File: src/rtl/multicycle_control_fsm.sv
// Multicycle RISC-V control unit: a Moore FSM that sequences each instruction over
// 3-5 cycles on a shared memory, with wait states, jal/lui, an illegal-opcode trap and a retire counter.
module multicycle_control_fsm #(
  parameter bit MEM_WAIT_EN = 1'b1,
  parameter bit J_EN        = 1'b1,
  parameter int CNT_W       = 16
) (
  input  logic             CLK,
  input  logic             RST,
  input  logic [6:0]       OP,
  input  logic             Zero,
  input  logic             MemReady,
  output logic             PCWrite,
  output logic             AdrSrc,
  output logic             IRWrite,
  output logic             MemWrite,
  output logic             RegWrite,
  output logic [1:0]       ResultSrc,
  output logic [1:0]       ALUSrcA,
  output logic [1:0]       ALUSrcB,
  output logic [1:0]       ALUOP,
  output logic [2:0]       ImmSrc,
  output logic             Illegal,
  output logic [3:0]       State,
  output logic [CNT_W-1:0] InstrCount
);

  typedef enum logic [3:0] {
    S_FETCH    = 4'd0,
    S_DECODE   = 4'd1,
    S_MEMADR   = 4'd2,
    S_MEMREAD  = 4'd3,
    S_MEMWB    = 4'd4,
    S_MEMWRITE = 4'd5,
    S_EXECR    = 4'd6,
    S_EXECI    = 4'd7,
    S_ALUWB    = 4'd8,
    S_BEQ      = 4'd9,
    S_JAL      = 4'd10,
    S_LUI      = 4'd11,
    S_TRAP     = 4'd12
  } state_t;

  localparam logic [6:0] OP_LW  = 7'b000_0011;
  localparam logic [6:0] OP_SW  = 7'b010_0011;
  localparam logic [6:0] OP_R   = 7'b011_0011;
  localparam logic [6:0] OP_I   = 7'b001_0011;
  localparam logic [6:0] OP_BEQ = 7'b110_0011;
  localparam logic [6:0] OP_JAL = 7'b110_1111;
  localparam logic [6:0] OP_LUI = 7'b011_0111;

  state_t           r_state;
  logic [CNT_W-1:0] r_count;
  logic             w_ready;
  logic             w_pcUpdate;
  logic             w_branch;
  logic             w_irWrite;
  logic             w_memWrite;
  logic             w_regWrite;

  assign w_ready = MemReady | ~MEM_WAIT_EN;

  // Retiring states bump the counter on the same edge that returns to FETCH.
  always_ff @(posedge CLK or negedge RST) begin
    if (!RST) begin
      r_state <= S_FETCH;
      r_count <= '0;
    end else begin
      case (r_state)
        S_FETCH:    if (w_ready) r_state <= S_DECODE;
        S_DECODE: begin
          case (OP)
            OP_LW, OP_SW: r_state <= S_MEMADR;
            OP_R:         r_state <= S_EXECR;
            OP_I:         r_state <= S_EXECI;
            OP_BEQ:       r_state <= S_BEQ;
            OP_JAL:       r_state <= J_EN ? S_JAL : S_TRAP;
            OP_LUI:       r_state <= J_EN ? S_LUI : S_TRAP;
            default:      r_state <= S_TRAP;
          endcase
        end
        S_MEMADR:   r_state <= (OP == OP_SW) ? S_MEMWRITE : S_MEMREAD;
        S_MEMREAD:  if (w_ready) r_state <= S_MEMWB;
        S_MEMWRITE: begin
          if (w_ready) begin
            r_state <= S_FETCH;
            r_count <= r_count + CNT_W'(1);
          end
        end
        S_MEMWB, S_ALUWB, S_BEQ: begin
          r_state <= S_FETCH;
          r_count <= r_count + CNT_W'(1);
        end
        S_EXECR, S_EXECI, S_JAL, S_LUI: r_state <= S_ALUWB;
        S_TRAP:     r_state <= S_TRAP;
        default:    r_state <= S_FETCH;
      endcase
    end
  end

  always_comb begin
    AdrSrc     = 1'b0;
    ResultSrc  = 2'b00;
    ALUSrcA    = 2'b00;
    ALUSrcB    = 2'b00;
    ALUOP      = 2'b00;
    Illegal    = 1'b0;
    w_pcUpdate = 1'b0;
    w_branch   = 1'b0;
    w_irWrite  = 1'b0;
    w_memWrite = 1'b0;
    w_regWrite = 1'b0;
    case (r_state)
      S_FETCH: begin
        ALUSrcB    = 2'b10;
        ResultSrc  = 2'b10;
        w_irWrite  = w_ready;
        w_pcUpdate = w_ready;
      end
      S_DECODE:   begin ALUSrcA = 2'b01; ALUSrcB = 2'b01; end
      S_MEMADR:   begin ALUSrcA = 2'b10; ALUSrcB = 2'b01; end
      S_MEMREAD:  AdrSrc = 1'b1;
      S_MEMWB:    begin ResultSrc = 2'b01; w_regWrite = 1'b1; end
      S_MEMWRITE: begin AdrSrc = 1'b1; w_memWrite = 1'b1; end
      S_EXECR:    begin ALUSrcA = 2'b10; ALUOP = 2'b10; end
      S_EXECI:    begin ALUSrcA = 2'b10; ALUSrcB = 2'b01; ALUOP = 2'b10; end
      S_ALUWB:    w_regWrite = 1'b1;
      S_BEQ:      begin ALUSrcA = 2'b10; ALUOP = 2'b01; w_branch = 1'b1; end
      S_JAL:      begin ALUSrcA = 2'b01; ALUSrcB = 2'b10; w_pcUpdate = 1'b1; end
      S_LUI:      begin ALUSrcA = 2'b11; ALUSrcB = 2'b01; end
      S_TRAP:     Illegal = 1'b1;
      default:    Illegal = 1'b0;
    endcase
  end

  always_comb begin
    case (OP)
      OP_SW:   ImmSrc = 3'b001;
      OP_BEQ:  ImmSrc = 3'b010;
      OP_JAL:  ImmSrc = 3'b011;
      OP_LUI:  ImmSrc = 3'b100;
      default: ImmSrc = 3'b000;
    endcase
  end

  // Gating with RST keeps FETCH's MemReady-driven strobes quiet while reset is held.
  assign PCWrite    = RST & (w_pcUpdate | (w_branch & Zero));
  assign IRWrite    = RST & w_irWrite;
  assign MemWrite   = RST & w_memWrite;
  assign RegWrite   = RST & w_regWrite;
  assign State      = r_state;
  assign InstrCount = r_count;

endmodule

File: config.mk
export PLATFORM = sky130hd
export DESIGN_NAME = multicycle_control_fsm
export DESIGN_NICKNAME = d
export VERILOG_FILES = /design/src/rtl/multicycle_control_fsm.sv
export SDC_FILE = /design/constraint.sdc
export NUM_CORES = 1
export LEC_CHECK = 0
export ABC_CLOCK_PERIOD_IN_PS = 1950
export CORE_MARGIN = 1
export CORE_UTILIZATION = 45
export DETAILED_ROUTE_END_ITERATION = 16
export GPL_ROUTABILITY_DRIVEN = 0
export PLACE_DENSITY_LB_ADDON = 0.25
export SETUP_SLACK_MARGIN = 0.02
export SLEW_MARGIN = 30
export SYNTH_ARGS = -nofsm -noshare
export SYNTH_HDL_FRONTEND = slang
export SYNTH_SLANG_ARGS = --single-unit
export TNS_END_PERCENT = 20
File: constraint.sdc
create_clock -name CLK -period 1.95 [get_ports CLK]
set_input_delay 0.39 -clock CLK [delete_from_list [all_inputs] [get_ports CLK]]
set_output_delay 0.39 -clock CLK [all_outputs]
set_load 0.1 [all_outputs]
==> impl_metrics.ini, run 1 <==
[status]
status = aborted with a tool error
failed_stage = global routing (5_1_grt)
error = [ERROR GRT-0232] Routing congestion too high. Check the congestion heatmap in the GUI.

[die]
dieWidth_um = 56.78
start_util_pct = 48.13
die_h_um = 56.78
rows = 19
pin_count = 48

[logic_synthesis]
synth_top_flop_cell = dfrtp_1
synth-async-reset-ratio_pct = 100.0
synth_edf_count = 0
yosys_warnings = 0
syn-num-nets = 165
synth_top_family_by_area = simple AND/OR/NAND/NOR gates
synth-compound-area-share_pct = 12.51
synth-seq-cells = 20
yosysSeqAreaShare_pct = 37.07
postSynthCellCount = 153
synthSimpleGateAreaFrac_pct = 31.51
synth_xor_area_share_pct = 11.68
yosys.area_share.adder_pct = 0.9268
synth_area_per_cell_sq_um = 8.824
synthMuxAreaShare_pct = 2.317
syn_area_sq_um = 1350
synth_cell_types = 45

[clock_network]
cts_sinks = 20
htreeDepth = 1
cts_buffer_depth = 2
hold_buffers = 0
numCtsBuffers = 3
cts-root-buf = clkbuf_4

[placement]
placed_area_sq_um = 2454
placedCellCount = 248
numPortBuffers = 47
dp_hpwl_um = 3506

[global_route]
grt_max_degree = 13
gr-total-overflow = 5
grtUsageTotal_pct = 71.01

[sta]
grt-worst-endpoint = PCWrite
worst-ep-kind = top-level output
==> layer usage <==
metal	track usage [%]	overflow
met5	0	0
met4	78.40	3
met3	41.94	0
met2	90.65	2
met1	75.29	0
==> Yosys cell counts (2+ instances only) <==
cell type | count | area, sq um
and3_1 | 5 | 31.28
a21oi_1 | 11 | 55.05
nand2_1 | 13 | 48.80
inv_1 | 2 | 7.510
and4_1 | 3 | 26.28
clkbuf_1 | 5 | 18.77
inv_2 | 2 | 7.510
and2_1 | 2 | 12.51
nor2_1 | 10 | 37.54
nand3b_1 | 2 | 15.01
xnor2_1 | 15 | 131.4
o211ai_1 | 2 | 15.01
nand3_1 | 11 | 55.05
nand4_1 | 6 | 37.54
o21ai_1 | 4 | 20.02
nand2b_1 | 4 | 25.02
nor4_1 | 2 | 12.51
mux2i_1 | 2 | 20.02
nor3_1 | 4 | 20.02
xor2_1 | 3 | 26.28
o32ai_1 | 2 | 17.52
dfrtp_1 | 20 | 500.5
==> what timing repair did <==
action                                  CTS
gates resized for setup                  34
pin swaps                                 9
endpoints found under the setup margin   13
setup buffers                            13
==> per-stage QoR <==
step                hold WS (ns)  setup WS [ns]
CTS                       0.4928       -0.07937
global placement          0.4610       -0.06085
floorplan                0.09441        -0.5596
detailed placement        0.4758        -0.1419
==> kinds of logic after synthesis <==
group                      count (synthesis)
and+or+nand+nor                           73
DFF                                       20
muxes                                      3
adders and majority gates                  1
AOI/OAI and AO/OA                         26
buffers and inverters                     12
xor gates and xnor gates                  18
==> run 2, diff against run 1 <==
--- a/config.mk
+++ b/config.mk
@@ -6,12 +6,11 @@
 export NUM_CORES = 1
 export LEC_CHECK = 0
 export ABC_CLOCK_PERIOD_IN_PS = 1950
-export CORE_MARGIN = 1
-export CORE_UTILIZATION = 45
+export CORE_AREA = 2 2 63 65
 export DETAILED_ROUTE_END_ITERATION = 16
+export DIE_AREA = 0 0 65 67
 export GPL_ROUTABILITY_DRIVEN = 0
-export PLACE_DENSITY_LB_ADDON = 0.25
-export SETUP_SLACK_MARGIN = 0.02
+export PLACE_DENSITY_LB_ADDON = 0.15
 export SLEW_MARGIN = 30
 export SYNTH_ARGS = -nofsm -noshare
 export SYNTH_HDL_FRONTEND = slang
==> run 2 against run 1 <==
- area after synthesis unchanged
- the flow now finishes, with violations (setup timing)
- synthesized cell count unchanged
==> impl_metrics.ini, run 2 <==
[sta]
max_slew.worst_pin.slew_ns = 0.3427
min_period_over_period_pct = 105.3
slew_headroom_pct = 77.08
clock.fmax_mhz = 486.8
maxSlewViolCount = 0
setup_viol = 6
skew_ns = 0.01269
hold_viol = 0
final.setup.tns_ns = -0.4087
final.min_clock_period_ns = 2.054
rsz0062_at_grt = true
final.setup.worst_slack_ns = -0.1042

[logic_synthesis]
synth_edf_count = 0
synthTopCellsByArea = dfrtp_1 (37%), xnor2_1 (9.7%), a21oi_1 (4.1%)
yosysMostFrequentCell = dfrtp_1
synth_area_per_cell_sq_um = 8.824
synth-async-reset-ratio_pct = 100.0
postSynthCellCount = 153
yosys_warnings = 0
synth_top_area_cell = dfrtp_1
synth_top_area_share_pct = 37.07
syn_area_sq_um = 1350
synth_cell_types = 45
yosysSeqAreaShare_pct = 37.07
netlist_top_cells_count = dfrtp_1 (20), xnor2_1 (15), nand2_1 (13), a21oi_1 (11), nand3_1 (11)
synth-seq-cells = 20
synth_top_flop_cell = dfrtp_1
syn-num-nets = 165

[final_layout]
nNetsFinal = 246
postLayoutCoreUtil_pct = 76.27
largest_reg_flops = 16
n_antenna_cell = 0
layout-drive-gt1-share_pct = 50.64
mostFrequentLayoutCells = buf_4 (39), buf_12 (32), dfrtp_1 (16)
areaGrowthSynthToFinish_pct = 103.7
layout_commonest_cell = buf_4

[die]
core_sq_um = 3606
start_util_pct = 37.44
rows = 22
pin_count = 48
die-area_sq_um = 4355
die_h_um = 67
dieWidth_um = 65

[detailed_routing]
drt_first_pass_iters = 4
met3WireLength_um = 290
routedWlPerCell_um = 16.61
routed-wl-met2_um = 2504
drc = 0
first_iter_violations = 95
viasPerCell = 5.388
dr_total_vias = 1514
wirelength_um = 4668
routed.top_layer = met4
drtAntennaViolNets = 0
wl_met1_um = 1738

[global_route]
gr-total-overflow = 0
grtUsageTotal_pct = 22.11
grt_pass1_vias = 1533
grt_pass1_wl_um = 7307
antenna_found_initial = 0
grt_max_degree = 19

[placement]
numPortBuffers = 47
dp_hpwl_um = 3160

[worst_setup_path]
r2r_start = State[0]
crit_fanout = 7
startpoint = State[0]
required_ns = 1.56
cp.arrival_ns = 1.66
worst_setup_path_start_kind = flop
endpoint_kind = output pin
crit_type = reg2out

[power_and_ir_drop]
ir_drop_mv = 0.9046
powerDensity_nw_per_um2 = 1650
p_leak_nw = 1.164

[clock_network]
insertion_delay_ns = 0.27
cts_buffer_depth = 2
cts-root-buf = clkbuf_8
htreeDepth = 1
cts_tree = yes
cts_sinks = 20
numCtsBuffers = 3
cts.clk_slew.worst_paths_ns = 0.09

[min_path]
hp-class = in2async

[status]
violations = setup timing
status = complete, but fails checks

[run]
drv_cap = 0
[run 2: cell counts after synthesis]
No cell type changed its count.
[run 2: power by group]
part / internal, mW / total (mW) / switching, mW
clock: 0.274 / 0.422 / 0.147
sequential: 0.523 / 0.717 / 0.193
combinational: 1.29 / 3.40 / 2.11
total: 2.08 / 4.54 / 2.45
[run 2: metal layers]
metal	vias up	GRT usage [%]
li1	711	-
met1	723	24.97
met2	68	38.92
met3	12	5.574
met4	0	10.37
met5	-	0
[run 2: cell type report]
cell class | instances | area, sq um
Tap cell | 48 | 60.06
Fill cell | 218 | 855.8
Multi-Input combinational cell | 121 | 1021
Clock inverter | 1 | 30.03
Inverter | 4 | 17.52
Timing Repair Buffer | 84 | 1065
Clock buffer | 3 | 41.29
Sequential cell | 20 | 515.5
[run 2: metrics by stage]
step           cells  hold WS (ns)  total power [mW]  worst slack [ns]  cell area, sq um
3_5_place_dp     264        0.4803             3.789           -0.1101              2467
4_1_cts          277        0.2958             4.411          -0.06640              2670
3_3_place_gp     264        0.4620             3.739          -0.06412              2467
6_report         281        0.3371             4.537           -0.1042              2750
2_1_floorplan    153       0.09441             2.776           -0.5596              1569
5_1_grt          281        0.3512             4.698           -0.1644              2750
[run 2: critical path, stage by stage, from the launching register on]
cell	delay, ns
dfrtp_4	0.55
buf_4	0.16
buf_6	0.12
xor2_1	0.15
o21ai_2	0.16
o21ai_4	0.08
buf_12	0.17
[run 2: final timing paths]
| check | slack (ns) | end | cells past startpoint |
|---|---|---|---|
| setup / recovery | -0.10 | ALUSrcB[0] | 6 |
| hold / removal | 0.34 | State[0] | 2 |
| setup reg to reg | 0.11 | InstrCount[7] | 7 |
| hold reg to reg | 0.49 | InstrCount[15] | 1 |
| max in group asynchronous | 1.39 | InstrCount[6] | 2 |
| min in group CLK | 0.49 | InstrCount[15] | 1 |
[run 2: cells by family (layout without fill, tap and decap cells)]
group                    after synthesis  after routing  share of synthesized area (%)
AND/OR/NAND/NOR                       73             73                          31.51
AO/OA/AOI/OAI                         26             26                          12.51
flip-flops                            20             20                          37.07
XOR/XNOR                              18             18                          11.68
buffers and inverters                 12             92                          3.985
multiplexers                           3              3                          2.317
adder cells (fa/ha/maj)                1              1                         0.9266
[run 2: what timing repair did]
action,CTS,global route
setup endpoints to repair,12,12
resized for setup,20,12
buffers inserted,9,4
pin swaps,7,5
hold buffers,0,0
hold endpoints to repair,0,0
Power figures use the tool's default switching activity.
==> run 3, diff against run 2 <==
--- a/config.mk
+++ b/config.mk
@@ -5,6 +5,7 @@
 export SDC_FILE = /design/constraint.sdc
 export NUM_CORES = 1
 export LEC_CHECK = 0
+export ABC_AREA = 1
 export ABC_CLOCK_PERIOD_IN_PS = 1950
 export CORE_AREA = 2 2 63 65
 export DETAILED_ROUTE_END_ITERATION = 16
==> run 3 against run 2 <==
- the flow still finishes with violations (setup timing)
- critical endpoint is now PCWrite
- sequential cell count unchanged
- clock power decreased by 24%
- largest power group unchanged
- clock skew decreased by 0.011 ns
==> impl_metrics.ini, run 3 <==
[status]
status = complete, but fails checks
violations = setup timing

[power_and_ir_drop]
p_clk_share_pct = 7.9
pwr-share-seq_pct = 17.0
net-switching-power_mw = 2.316
powerDensity_nw_per_um2 = 1542
p_leak_nw = 1.269
combinationalPowerShare_pct = 75.1
ir_drop_mv = 0.6345
p_sw_share_pct = 56.63
internal_power_mw = 1.774

[global_route]
grt_pass1_wl_um = 6610
grtUsageTotal_pct = 19.57
grt_pass1_vias = 1489
gr-total-overflow = 0
antenna_found_initial = 0
grt_max_degree = 21

[worst_setup_path]
worst_setup_path_start_kind = flop
endpoint_kind = output pin
crit_fanout = 4
crit_type = reg2out
reg2reg_depth = 9
cp.arrival_ns = 1.56
required_ns = 1.56

[min_path]
hp-class = reg2reg
whs_path_depth = 1

[clock_network]
numCtsBuffers = 3
cts-root-buf = clkbuf_8
cts_sinks = 20
cts_buffer_depth = 2
htreeDepth = 1
insertion_delay_ns = 0.26
cts_tree = yes
hold_buffers = 0
cts.clk_slew.worst_paths_ns = 0.07

[detailed_routing]
viasPerCell = 4.817
drtAntennaViolNets = 0
routedWlPerCell_um = 12.33
drt_first_pass_iters = 5
first_iter_violations = 68
wirelength_um = 3910
dr_total_vias = 1527
drc = 0

[sta]
final.setup.tns_ns = -0.004366
max_slew.worst_pin.slew_ns = 0.3479
maxSlewViolCount = 0
rsz0062_at_grt = true
skew_ns = 0.001495
min_period_over_period_pct = 100.2
clock.fmax_mhz = 511.7
hold_viol = 0
final.setup.worst_slack_ns = -0.004366
setup_viol = 1
slew_headroom_pct = 76.56
worst_hold_slack_ns = 0.4830
final.min_clock_period_ns = 1.954

[final_layout]
areaGrowthSynthToFinish_pct = 94.67
n_antenna_cell = 0
nNetsFinal = 282
layout_commonest_cell = nand2_1
postLayoutCoreUtil_pct = 73.56
largest_reg_flops = 16
layout-drive-gt1-share_pct = 42.38
mostFrequentLayoutCells = nand2_1 (47), buf_12 (36), inv_1 (22), buf_4 (22), nor2_1 (18)
fillers = 257

[logic_synthesis]
syn-num-nets = 209
synth_top_flop_cell = dfrtp_1
synth_top_area_share_pct = 36.73
synth-async-reset-ratio_pct = 100.0
synth_top_area_cell = dfrtp_1
yosysMostFrequentCell = nand2_1
yosysSeqAreaShare_pct = 36.73
synth_edf_count = 0
syn_area_sq_um = 1363
yosys_warnings = 0
synthTopCellsByArea = dfrtp_1 (37%), nand2_1 (15%), nor2_1 (8.3%)
postSynthCellCount = 197
synth_area_per_cell_sq_um = 6.917
synth_cell_types = 25
synth-seq-cells = 20
netlist_top_cells_count = nand2_1 (56), nor2_1 (30), inv_1 (29), dfrtp_1 (20), nand3_1 (12)

[placement]
dp_hpwl_um = 2917
numPortBuffers = 47
pre_cts_ws_ns = -0.0007271

[die]
dieWidth_um = 65
rows = 22
die-area_sq_um = 4355
core_sq_um = 3606
pin_count = 48
start_util_pct = 37.79
die_h_um = 67

[run]
drv_cap = 0
## run 3: cell types whose count changed in the layout (fill, tap and decap cells not counted), sizes merged, moves of 5 or more
cell	previous run	this run
buf	74	59
a21oi	11	2
nand2	13	60
nor2	10	34
xnor2	15	5
xor2	3	9
clkdlybuf4s50	2	8
and3	5	0
dlygate4sd2	6	0
inv	4	31
## run 3: layer usage
layer	part of all wire, %	wire (um)	global-route usage (%)
met1	43	1670	23.90
met2	52	2027	34.92
met3	4.6	178	4.223
met4	0.90	35	4.787
met5	0	0	0
## run 3: power groups by stage
stage | Sequential [mW] | Clock, mW | Combinational, mW
after floorplan | 1.24 | 0 | 1.28
after global placement | 0.710 | 0 | 2.79
after detailed placement | 0.715 | 0 | 2.80
after CTS | 0.687 | 0.330 | 3.00
after global routing | 0.711 | 0.346 | 3.20
final | 0.695 | 0.322 | 3.07
## run 3: repair_timing
action,4_1_cts,5_1_grt
gates resized for setup,11,19
buffers inserted,8,5
setup endpoints to repair,6,10
pin swaps,3,8
## run 3: cell type report
class                           count  area [sq um]  area share, %
Tap cell                           48         60.06          2.264
Timing Repair Buffer               69          1002          37.78
Inverter                           32         138.9          5.236
Clock buffer                        4         55.05          2.075
Sequential cell                    20         515.5          19.43
Multi-Input combinational cell    144         880.8          33.21
## run 3: logic make-up (layout without fill, tap and decap cells)
| kind of cell | after synthesis | after routing | synth area share [%] |
|---|---|---|---|
| AOI/OAI and AO/OA | 15 | 15 | 6.245 |
| xor gates and xnor gates | 14 | 14 | 8.999 |
| adders and majority gates | 1 | 1 | 0.9181 |
| buffers and inverters | 33 | 105 | 9.641 |
| DFF | 20 | 20 | 36.73 |
| and+or+nand+nor | 114 | 114 | 37.47 |
## run 3: path summary, 6_finish.rpt
| path | from | end | slack, ns |
|---|---|---|---|
| worst max register to register | State[3] | InstrCount[8] | 0.30 |
| min in group asynchronous | RST | InstrCount[2] | 0.52 |
| worst min register to register | InstrCount[15] | InstrCount[15] | 0.48 |
| worst max-delay path | State[2] | PCWrite | -0.004 |
| max in group asynchronous | RST | State[0] | 1.20 |
| worst min-delay path | InstrCount[15] | InstrCount[15] | 0.48 |
## run 3: metrics by stage
step                      total power [mW]  std cells  area (sq um)
final                                4.090        317          2653
after global routing                 4.255        317          2653
after CTS                            4.019        312          2564
after detailed placement             3.519        300          2412
after global placement               3.498        300          2412
after floorplan                      2.519        197          1468
## run 3: critical path: stages, from the launching register on
cell and delay [ns]:
dfrtp_4 0.52, nor2_4 0.16, inv_2 0.07, nor2_4 0.10
nand2_2 0.07, a31oi_4 0.20, buf_12 0.19
==> run 4, diff against run 3 <==
==> constraint.sdc (replaced) <==
create_clock -name CLK -period 1.95 [get_ports CLK]
set_input_delay 0.2925 -clock CLK [delete_from_list [all_inputs] [get_ports CLK]]
set_output_delay 0.2925 -clock CLK [all_outputs]
set_load 0.1 [all_outputs]
==> run 4 against run 3 <==
- global-route usage decreased by 2.1 points
- the run now ends clean
- die area unchanged
- wire length decreased by 16%
==> impl_metrics.ini, run 4 (synthesis gave the netlist of run 3 again) <==
[worst_setup_path]
crit_type = reg2out
r2r_start = State[2]
worst_setup_path_start_kind = flop
critical_path.max_stage_delay_ns = 0.51
endpoint_kind = output pin
crit_buf_inv = 2
cp.arrival_ns = 1.62
cp_cell_sequence = nor2_4 -> inv_2 -> nor2_4 -> nand2_2 -> a31oi_4 -> buf_12
reg2reg_to = InstrCount[8]
reg2reg_depth = 8
r2r_slack_ns = 0.38
crit_fanout = 4
required_ns = 1.66
crit_family = flip-flops
critPathSlowestCell = dfrtp_4
cpMostUsedCell = nor2_4

[final_layout]
layout_commonest_cell = nand2_1
mostFrequentLayoutCells = nand2_1 (52), inv_1 (25), buf_4 (22)
n_antenna_cell = 0
layout-drive-gt1-share_pct = 33.20
fillers = 330
nNetsFinal = 263
areaGrowthSynthToFinish_pct = 62.08
stdcell_area_sq_um = 2208
final_cells = 298
largest_reg_flops = 16

[detailed_routing]
wirelength_um = 3281
viasPerCell = 4.661
dr_total_vias = 1389
first_iter_violations = 36
drtAntennaViolNets = 0
drt_first_pass_iters = 5
drc = 0
routedWlPerCell_um = 11.01

[clock_network]
htreeDepth = 1
insertion_delay_ns = 0.26
hold_buffers = 0
cts.clk_slew.worst_paths_ns = 0.07
cts-root-buf = clkbuf_8
numCtsBuffers = 3
cts_tree = yes
cts_buffer_depth = 2
cts_sinks = 20

[placement]
placedCellCount = 293
numPortBuffers = 47
dp_hpwl_um = 2740
placed_area_sq_um = 2135

[global_route]
grtUsageTotal_pct = 17.47
grt_max_degree = 21
gr-total-overflow = 0
grt_pass1_vias = 1348
grt_pass1_wl_um = 6009
antenna_found_initial = 0

[min_path]
hp-class = in2async

[sta]
clock.fmax_mhz = 523.2
skew_ns = 0.0009255
maxSlewViolCount = 0
rsz0062_at_grt = true
max_slew.worst_pin.slew_ns = 0.3120
min_period_over_period_pct = 98.02
final.min_clock_period_ns = 1.911
final.setup.tns_ns = 0
setup_viol = 0
slew_headroom_pct = 79.04
hold_viol = 0

[die]
die-area_sq_um = 4355
rows = 22
core_sq_um = 3606
die_h_um = 67
start_util_pct = 37.79
dieWidth_um = 65
pin_count = 48

[power_and_ir_drop]
p_leak_nw = 1.077
ir_drop_mv = 0.6165
powerDensity_nw_per_um2 = 1608
report.power.total_mw = 3.552

[status]
status = finished, final reports clean

[run]
drv_cap = 0
-- run 4: cell types whose count changed in the layout (fill, tap and decap cells not counted), sizes merged --
cell and change:
buf -19, clkdlybuf4s50 +2, dlymetal6s2s -2
-- run 4: metrics by stage --
stage	setup WS (ns)	utilization (%)	hold WS, ns
5_1_grt	-0.05981	61.24	0.4312
6_report	0.03861	61.24	0.4072
3_5_place_dp	0.1151	59.20	0.4673
4_1_cts	-0.006707	61.07	0.4115
2_1_floorplan	-0.4913	-	-0.003091
3_3_place_gp	0.1822	59.20	0.4662
-- run 4: power breakdown --
group	total (mW)	internal [mW]	switching [mW]
combinational	2.58	0.708	1.87
clock	0.314	0.180	0.134
sequential	0.659	0.519	0.139
-- run 4: repair_timing --
action	CTS	global route
resized for setup	2	3
setup endpoints to repair	3	5
setup buffers	1	0
-- run 4: metal layers --
| layer | global-route usage [%] | up-vias | share of wire, % |
|---|---|---|---|
| li1 | - | 722 | - |
| met3 | 3.885 | 7 | 4.1 |
| met1 | 23.56 | 625 | 48 |
| met5 | 0 | - | 0 |
| met4 | 3.989 | 0 | 1.7 |
| met2 | 28.48 | 35 | 46 |
-- run 4: final cells by class --
| class | count | area (sq um) | share of cell area (%) |
|---|---|---|---|
| multi-input combinational | 144 | 820.8 | 37.17 |
| timing repair buffer | 50 | 625.6 | 28.33 |
| sequential | 20 | 515.5 | 23.34 |
| inverter | 32 | 131.4 | 5.949 |
| tap | 48 | 60.06 | 2.720 |
| clock buffer | 4 | 55.05 | 2.493 |
-- run 4: worst max path at each step --
stage | startpoint | endpoint | slack [ns] | depth (start not counted)
global placement | OP[4] | ImmSrc[0] | 0.18 | 7
global route | State[1] | PCWrite | -0.06 | 6
floorplan | State[2] | PCWrite | -0.49 | 5
finish | State[2] | PCWrite | 0.04 | 6
detailed placement | OP[4] | ImmSrc[0] | 0.12 | 7
CTS | State[2] | PCWrite | -0.007 | 8
